<file path="src/rtl/alu_pkg.sv">
// Shared opcode constants and FSM state encoding for the ALU arbiter slice.
// Latency: none (definitions only).
// Backpressure: not applicable.
package alu_pkg;

    typedef logic [2:0] alu_op_t;

    localparam alu_op_t OP_ADD = 3'b000;
    localparam alu_op_t OP_SUB = 3'b001;
    localparam alu_op_t OP_NOT = 3'b010;
    localparam alu_op_t OP_AND = 3'b011;
    localparam alu_op_t OP_OR  = 3'b100;
    localparam alu_op_t OP_XOR = 3'b101;
    localparam alu_op_t OP_LT  = 3'b110;
    localparam alu_op_t OP_EQ  = 3'b111;

    typedef enum logic [1:0] {
        IDLE = 2'd0,
        EXEC = 2'd1,
        RESP = 2'd2
    } state_t;

endpackage

</file>
<file path="src/rtl/alu_core.sv">
// Combinational ALU: add/sub/logic/compare with zero, overflow and carry flags.
// Latency: zero cycles, purely combinational.
// Backpressure: none; the caller registers the result.
module alu_core
    import alu_pkg::*;
#(
    parameter int W = 4
) (
    input  logic [W-1:0] a,
    input  logic [W-1:0] b,
    input  alu_op_t      op,
    output logic [W-1:0] out,
    output logic         zero,
    output logic         overflow,
    output logic         carry
);

    logic [W:0] sum;
    logic [W:0] diff;
    logic       add_ovf;
    logic       sub_ovf;
    logic       lt;

    // Carry-out of sum is the add carry; top bit of diff is the unsigned borrow.
    assign sum     = {1'b0, a} + {1'b0, b};
    assign diff    = {1'b0, a} - {1'b0, b};
    assign add_ovf = (a[W-1] == b[W-1]) && (sum[W-1] != a[W-1]);
    assign sub_ovf = (a[W-1] != b[W-1]) && (diff[W-1] != a[W-1]);
    // Signed less-than: the sign of the difference, corrected when it overflowed.
    assign lt      = diff[W-1] ^ sub_ovf;

    // Select result and arithmetic flags by opcode; logic/compare ops clear the flags.
    always_comb begin
        out      = '0;
        carry    = 1'b0;
        overflow = 1'b0;
        case (op)
            OP_ADD: begin
                out      = sum[W-1:0];
                carry    = sum[W];
                overflow = add_ovf;
            end
            OP_SUB: begin
                out      = diff[W-1:0];
                carry    = diff[W];
                overflow = sub_ovf;
            end
            OP_NOT:  out = ~a;
            OP_AND:  out = a & b;
            OP_OR:   out = a | b;
            OP_XOR:  out = a ^ b;
            OP_LT:   out = W'(lt);
            OP_EQ:   out = W'(a == b);
            default: out = '0;
        endcase
    end

    assign zero = (out == '0);

endmodule

</file>
<file path="src/rtl/alu_arbiter.sv">
// Round-robin arbiter sharing one ALU among NREQ requesters, IDLE/EXEC/RESP FSM.
// Latency: accept in cycle N, rsp_valid in cycle N+2; one operation in flight, 3-cycle issue interval.
// Backpressure: response held stable until rsp_ready; req_ready stays low while busy.
module alu_arbiter
    import alu_pkg::*;
#(
    parameter int NREQ = 3,
    parameter int W    = 4
) (
    input  logic                     clk,
    input  logic                     rst,
    input  logic [NREQ-1:0]          req_valid,
    output logic [NREQ-1:0]          req_ready,
    input  logic [NREQ*W-1:0]        req_a,
    input  logic [NREQ*W-1:0]        req_b,
    input  logic [NREQ*3-1:0]        req_op,
    output logic                     rsp_valid,
    input  logic                     rsp_ready,
    output logic [$clog2(NREQ)-1:0]  rsp_id,
    output logic [W-1:0]             rsp_out,
    output logic                     rsp_zero,
    output logic                     rsp_overflow,
    output logic                     rsp_carry,
    output logic                     busy
);

    localparam int IW = $clog2(NREQ);

    typedef struct packed {
        logic [IW-1:0] id;
        alu_op_t       op;
        logic [W-1:0]  a;
        logic [W-1:0]  b;
    } op_req_t;

    state_t          state_q;
    state_t          state_d;
    logic [IW-1:0]   last_grant_q;
    logic [NREQ-1:0] grant;
    logic [IW-1:0]   grant_idx;
    logic [IW:0]     cand;
    logic            accept;
    op_req_t         op_q;

    logic [W-1:0]    alu_out;
    logic            alu_zero;
    logic            alu_ovf;
    logic            alu_carry;

    // Round-robin search: first valid requester starting just after the last grant.
    always_comb begin
        grant     = '0;
        grant_idx = '0;
        cand      = '0;
        for (int k = 1; k <= NREQ; k++) begin
            cand = {1'b0, last_grant_q} + (IW+1)'(k);
            if (cand >= (IW+1)'(NREQ)) begin
                cand = cand - (IW+1)'(NREQ);
            end
            if (grant == '0 && req_valid[cand[IW-1:0]]) begin
                grant[cand[IW-1:0]] = 1'b1;
                grant_idx           = cand[IW-1:0];
            end
        end
    end

    // Grant is only offered in IDLE and is forced off while reset is held.
    assign req_ready = (state_q == IDLE && !rst) ? grant : '0;
    assign accept    = |(req_valid & req_ready);

    // Next-state and status outputs; the RESP handshake returns to IDLE without accepting.
    always_comb begin
        state_d   = state_q;
        rsp_valid = 1'b0;
        busy      = 1'b1;
        case (state_q)
            IDLE: begin
                busy = 1'b0;
                if (accept) state_d = EXEC;
            end
            EXEC: state_d = RESP;
            RESP: begin
                rsp_valid = 1'b1;
                if (rsp_ready) state_d = IDLE;
            end
            default: state_d = IDLE;
        endcase
    end

    // State register; reset drops any in-flight operation.
    always_ff @(posedge clk or posedge rst) begin
        if (rst) state_q <= IDLE;
        else     state_q <= state_d;
    end

    // Capture the granted requester's operands and advance the round-robin pointer.
    always_ff @(posedge clk or posedge rst) begin
        if (rst) begin
            op_q         <= '0;
            last_grant_q <= IW'(NREQ-1);
        end else if (accept) begin
            op_q.id      <= grant_idx;
            op_q.op      <= req_op[grant_idx*3 +: 3];
            op_q.a       <= req_a[grant_idx*W +: W];
            op_q.b       <= req_b[grant_idx*W +: W];
            last_grant_q <= grant_idx;
        end
    end

    // Register the ALU result during EXEC; it then holds through RESP.
    always_ff @(posedge clk or posedge rst) begin
        if (rst) begin
            rsp_id       <= '0;
            rsp_out      <= '0;
            rsp_zero     <= 1'b0;
            rsp_overflow <= 1'b0;
            rsp_carry    <= 1'b0;
        end else if (state_q == EXEC) begin
            rsp_id       <= op_q.id;
            rsp_out      <= alu_out;
            rsp_zero     <= alu_zero;
            rsp_overflow <= alu_ovf;
            rsp_carry    <= alu_carry;
        end
    end

    alu_core #(.W(W)) u_core (
        .a        (op_q.a),
        .b        (op_q.b),
        .op       (op_q.op),
        .out      (alu_out),
        .zero     (alu_zero),
        .overflow (alu_ovf),
        .carry    (alu_carry)
    );

endmodule

</file>
<file path="config.mk">
export PLATFORM = sky130hd
export DESIGN_NAME = alu_arbiter
export DESIGN_NICKNAME = d
export VERILOG_FILES = /design/src/rtl/alu_pkg.sv /design/src/rtl/alu_core.sv /design/src/rtl/alu_arbiter.sv
export SDC_FILE = /design/constraint.sdc
export NUM_CORES = 1
export LEC_CHECK = 0
export CORE_ASPECT_RATIO = 1.4
export CORE_MARGIN = 2
export CORE_UTILIZATION = 55
export DETAILED_ROUTE_END_ITERATION = 6
export PLACE_DENSITY_LB_ADDON = 0.05
export SLEW_MARGIN = 20
export SYNTH_ARGS = -nofsm -noshare
export SYNTH_HDL_FRONTEND = slang
export SYNTH_HIERARCHICAL = 1
export SYNTH_SLANG_ARGS = --single-unit
</file>
<file path="constraint.sdc">
create_clock -name clk -period 8.3 [get_ports clk]
set_input_delay 1.245 -clock clk [delete_from_list [all_inputs] [get_ports clk]]
set_output_delay 1.245 -clock clk [all_outputs]
set_load 0.01 [all_outputs]
</file>
==> results by stage <==
Routing:
- After detailed routing, the wire length on met1 is 2528 um.
- The highest metal layer carrying signal wires in the routed design is met4.
- The aggregate routed wire length is 5793 um.
- After detailed routing, the average wire length per cell comes to 15.41 um.
- The total via count after detailed routing is 2197.
- The first detailed-routing pass took 4 iterations.
- The count of nets left with antenna violations once routing finished came out at 0.
- The detailed router finished its first iteration with 90 violations.
- Summed over all nets, wire length on met2 after detailed routing comes to 3008 um.
- In the routed design, unresolved DRC markers number 0.
- The routed wire length on met3 is 153 um.
- Using the TritonRoute via totals, the vias-per-cell ratio works out to 5.843.

Cells and area:
- After filler insertion, the fill cell instance count of the layout stands at 408.
- After the last flow step, the layout net total stands at 374.
- Summing all flip-flop and latch instances after layout gives 626.9 um^2.
- The share of post-route cells with drive strength above 1 is 13.69%.
- From synthesis to final layout, the design area changed by 21.14%.
- The post-route cell area is 3075 um^2.
- The area taken by multi-input logic gates is 1708 um^2.
- The number of antenna diodes is 0.

Clock tree:
- The buffer depth of the longest clock path is 2.
- Clock latency on the worst-skew pair, taken at its later pin, is 0.26 ns.
- Clock tree synthesis inserted a total of 3 buffers.
- The quantity of gates resized following cts is 0.
- Post-CTS timing repair inserted 0 buffers for setup.
- The clock drives 25 sinks.
- The CTS tree is done.
- In this run the number of H-tree levels came out at 1.
- The clock transition at the registers of the reported paths is 0.09 ns.
- The cts-stage hold buffer count is 0.
- The root buffer cell is sky130_fd_sc_hd__clkbuf_8.

Setup path:
- Data on the critical path is required at its endpoint by 7.05 ns.
- The setup path with the least slack is of type in2out.
- The worst-path maximum fanout is 11.
- The kind of capture point of the worst setup path is an output port.
- The critical path arrival is 3.61 ns.
- The launch instance of the worst register-to-register path is last_grant_q[0].
- Tracing the worst setup path back leads to its startpoint at req_valid[2].
- Setup slack on the worst reg-to-reg path comes out at 4.64 ns.
- The startpoint type of the worst setup path is an input pin.

Yosys:
- Of the synthesized area, sequential elements account for 24.69%.
- The xor-xnor portion of the synthesized cell area is 1.035%.
- After Yosys synthesis, and, or, nand and nor cells account for 15.62% of the synthesized area.
- Yosys mapped a number of flops with a built-in enable equal to 0.
- The Yosys warning count is 6.
- Sorting the synthesized cells by how often they occur yields 24 x sky130_fd_sc_hd__dfrtp_1, 21 x sky130_fd_sc_hd__a21oi_1, 21 x sky130_fd_sc_hd__inv_1, 20 x sky130_fd_sc_hd__nor2_1, 17 x sky130_fd_sc_hd__ha_1.
- Counting flops and latches in the post-synthesis netlist gives 25.
- Counting every net in the synthesized netlist gives 337.
- The synthesized netlist devotes 10.74% of its cell area to adder and majority cells.
- The netlist area before placement is 2539 um^2.
- The top cell type by total area after synthesis is sky130_fd_sc_hd__dfrtp_1.
- In this run, distinct cell masters in the synthesized netlist total 72.
- The dominant combinational cell family by area after synthesis is compound AO/OA/AOI/OAI gates.
- Each instance of the synthesized netlist takes up on average 9.132 um^2.
- The library cell with the highest instance count after synthesis is sky130_fd_sc_hd__dfrtp_1.
- The fraction of registers with async set or reset after synthesis is 100.0%.
- Summing the areas of all compound-gate instances in the mapped netlist gives 27.99% of the synthesized area.
- Counting every instance in the synthesized netlist gives 278.
- The primary flip-flop cell chosen by synthesis mapping is sky130_fd_sc_hd__dfrtp_1.
- By area the synthesized netlist is led by sky130_fd_sc_hd__dfrtp_1 24%, sky130_fd_sc_hd__ha_1 8.4%, sky130_fd_sc_hd__mux2_2 5.8%, sky130_fd_sc_hd__mux2_4 4.7%, sky130_fd_sc_hd__a21oi_1 4.1%.
- The multiplexer share of the synthesized area is 11.68%.
- The area share of the leading cell type in the synthesized netlist is 23.66%.

STA:
- The transition time of the tightest slew-check pin is 0.9044 ns.
- The clock arrives with 0.006237 ns of skew.
- The final setup violation count is 0.
- The max-slew violation count came to 0.
- The setup TNS is 0 ns.
- Setup repair after global routing left no endpoint under its margin.
- The final number of hold-violating endpoints came to 0.
- In the finished design, the share of the clock period the worst path needs comes to 58.55%.
- Derived from the worst setup path, the maximum achievable clock frequency is 0.2058 GHz.
- The worst pin sits at a relative slew slack of 39.64%.
- The smallest clock period supported by the final layout is computed as 4.860 ns.

Place:
- The placer's final routability congestion estimate is 0.8819.
- The placed instances occupy a cell area of 3022 um^2.
- The number of buffers added on ports is 52.
- The post-DP HPWL is 4534 um.

Global route:
- The global-route wire length before repair is 9453 um.
- The total congestion overflow is 0.
- The via count of the first global-routing pass is 2068.
- Global routing consumed, over all layers together, 23.20% of the routing resources.
- The number of antenna violations at the first check in global routing is 0.
- Entering global routing, the biggest net connects 26 pins.

Floorplanning:
- The die height is 84.39 um.
- The die outline width is 61.42 um.
- The starting utilization of the core area is 56.42%.
- The total area inside the core boundary comes to 4499 um^2.
- Row generation in the floorplan step produced 29 rows.
- 53 I/O pins were placed.
- The full die area is 5183 um^2.

Run:
- The number of maximum-capacitance constraint violations is 0.

Min path:
- The path class of the tightest hold or removal check is reg2reg.
- The worst hold path begins at rsp_out[0].

Power:
- Dividing total power by cell area gives a power density of 426.4 nW/um^2.
- The worst vdd rail ir drop is 217.5 uV.
- The static power due to leakage is 1.259 nW.

Outcome:
- The run finished with clean final reports.
where the power goes:
part           switching (mW)  internal [mW]
clock                  0.0378         0.0339
sequential             0.0825          0.184
combinational           0.511          0.463
total                   0.631          0.680
flip-flops by register name, indices dropped and copies added (netlist names):
signal / flops
rsp_overflow: 1
rsp_carry: 1
rsp_zero: 1
rsp_out: 4
op_q: 12
last_grant_q: 2
rsp_id: 2
state_q: 2
per-layer routing:
layer  GRT usage, %  up-vias
li1               -     1095
met1          29.98     1039
met2          40.33       55
met3          2.003        8
met4          6.190        0
met5              0        -
critical path, stage by stage:
cell,delay (ns)
sky130_fd_sc_hd__clkdlybuf4s50_1,0.68
sky130_fd_sc_hd__and2b_1,0.25
sky130_fd_sc_hd__a41oi_2,0.29
sky130_fd_sc_hd__a21oi_1,0.12
sky130_fd_sc_hd__o211ai_1,0.31
sky130_fd_sc_hd__and2_1,0.18
sky130_fd_sc_hd__clkdlybuf4s50_1,0.53
final cells by class:
cell class / instances / area share (%)
Sequential cell: 25 / 20.38
Clock inverter: 1 / 0.2441
Tap cell: 62 / 2.522
Timing Repair Buffer: 53 / 17.17
Multi-Input combinational cell: 209 / 55.53
Inverter: 23 / 2.807
Clock buffer: 3 / 1.343
kinds of logic after synthesis:
kind of cell               count (synthesis)
and+or+nand+nor                           70
DFF                                       25
xor gates and xnor gates                   3
buffers and inverters                     44
AOI/OAI and AO/OA                         92
muxes                                     24
adders and majority gates                 20
layout by cell type, fill, tap and decap left out, types with 2 or more instances in the layout:
cell type | synthesis | final
sky130_fd_sc_hd__a211oi_1 | 4 | 4
sky130_fd_sc_hd__a21oi_1 | 21 | 21
sky130_fd_sc_hd__a32o_1 | 3 | 3
sky130_fd_sc_hd__and2_1 | 2 | 2
sky130_fd_sc_hd__and3_1 | 3 | 3
sky130_fd_sc_hd__and4bb_1 | 2 | 2
sky130_fd_sc_hd__clkbuf_8 | 0 | 3
sky130_fd_sc_hd__clkdlybuf4s50_1 | 0 | 52
sky130_fd_sc_hd__dfrtp_1 | 24 | 24
sky130_fd_sc_hd__fa_1 | 3 | 3
sky130_fd_sc_hd__ha_1 | 17 | 17
sky130_fd_sc_hd__inv_1 | 21 | 21
sky130_fd_sc_hd__mux2_2 | 13 | 13
sky130_fd_sc_hd__mux2_4 | 8 | 8
sky130_fd_sc_hd__mux2i_1 | 3 | 3
sky130_fd_sc_hd__nand2_1 | 10 | 10
sky130_fd_sc_hd__nand2b_1 | 7 | 7
sky130_fd_sc_hd__nand3_1 | 2 | 2
sky130_fd_sc_hd__nor2_1 | 20 | 20
sky130_fd_sc_hd__nor2b_1 | 6 | 6
sky130_fd_sc_hd__nor3_1 | 4 | 3
sky130_fd_sc_hd__nor3b_1 | 2 | 2
sky130_fd_sc_hd__o2111ai_1 | 2 | 2
sky130_fd_sc_hd__o211ai_1 | 13 | 13
sky130_fd_sc_hd__o21a_1 | 4 | 4
sky130_fd_sc_hd__o21ai_0 | 4 | 4
sky130_fd_sc_hd__o21bai_1 | 2 | 2
sky130_fd_sc_hd__o22ai_1 | 13 | 13
sky130_fd_sc_hd__o31ai_1 | 2 | 2
sky130_fd_sc_hd__xor2_1 | 2 | 2
metrics by stage:
stage	setup slack (ns)	hold WS [ns]	total power, mW	util (%)	cells
CTS	3.454	0.5143	1.312	68.24	376
global placement	3.492	0.4780	1.215	67.16	372
floorplan	4.571	0.4751	1.013	-	278
detailed placement	3.467	0.4930	1.239	67.16	372
finish	3.440	0.5112	1.311	68.35	376
global route	3.293	0.5244	1.420	68.35	376
path summary, 6_finish.rpt:
path                                     end  depth (start not counted)
worst max-delay path            req_ready[0]                          7
worst min-delay path              rsp_out[0]                          1
worst max register to register       op_q[7]                          9
worst min register to register    rsp_out[0]                          1
max in group asynchronous            op_q[2]                          2
min in group asynchronous         state_q[0]                          2
Power figures use the tool's default switching activity.
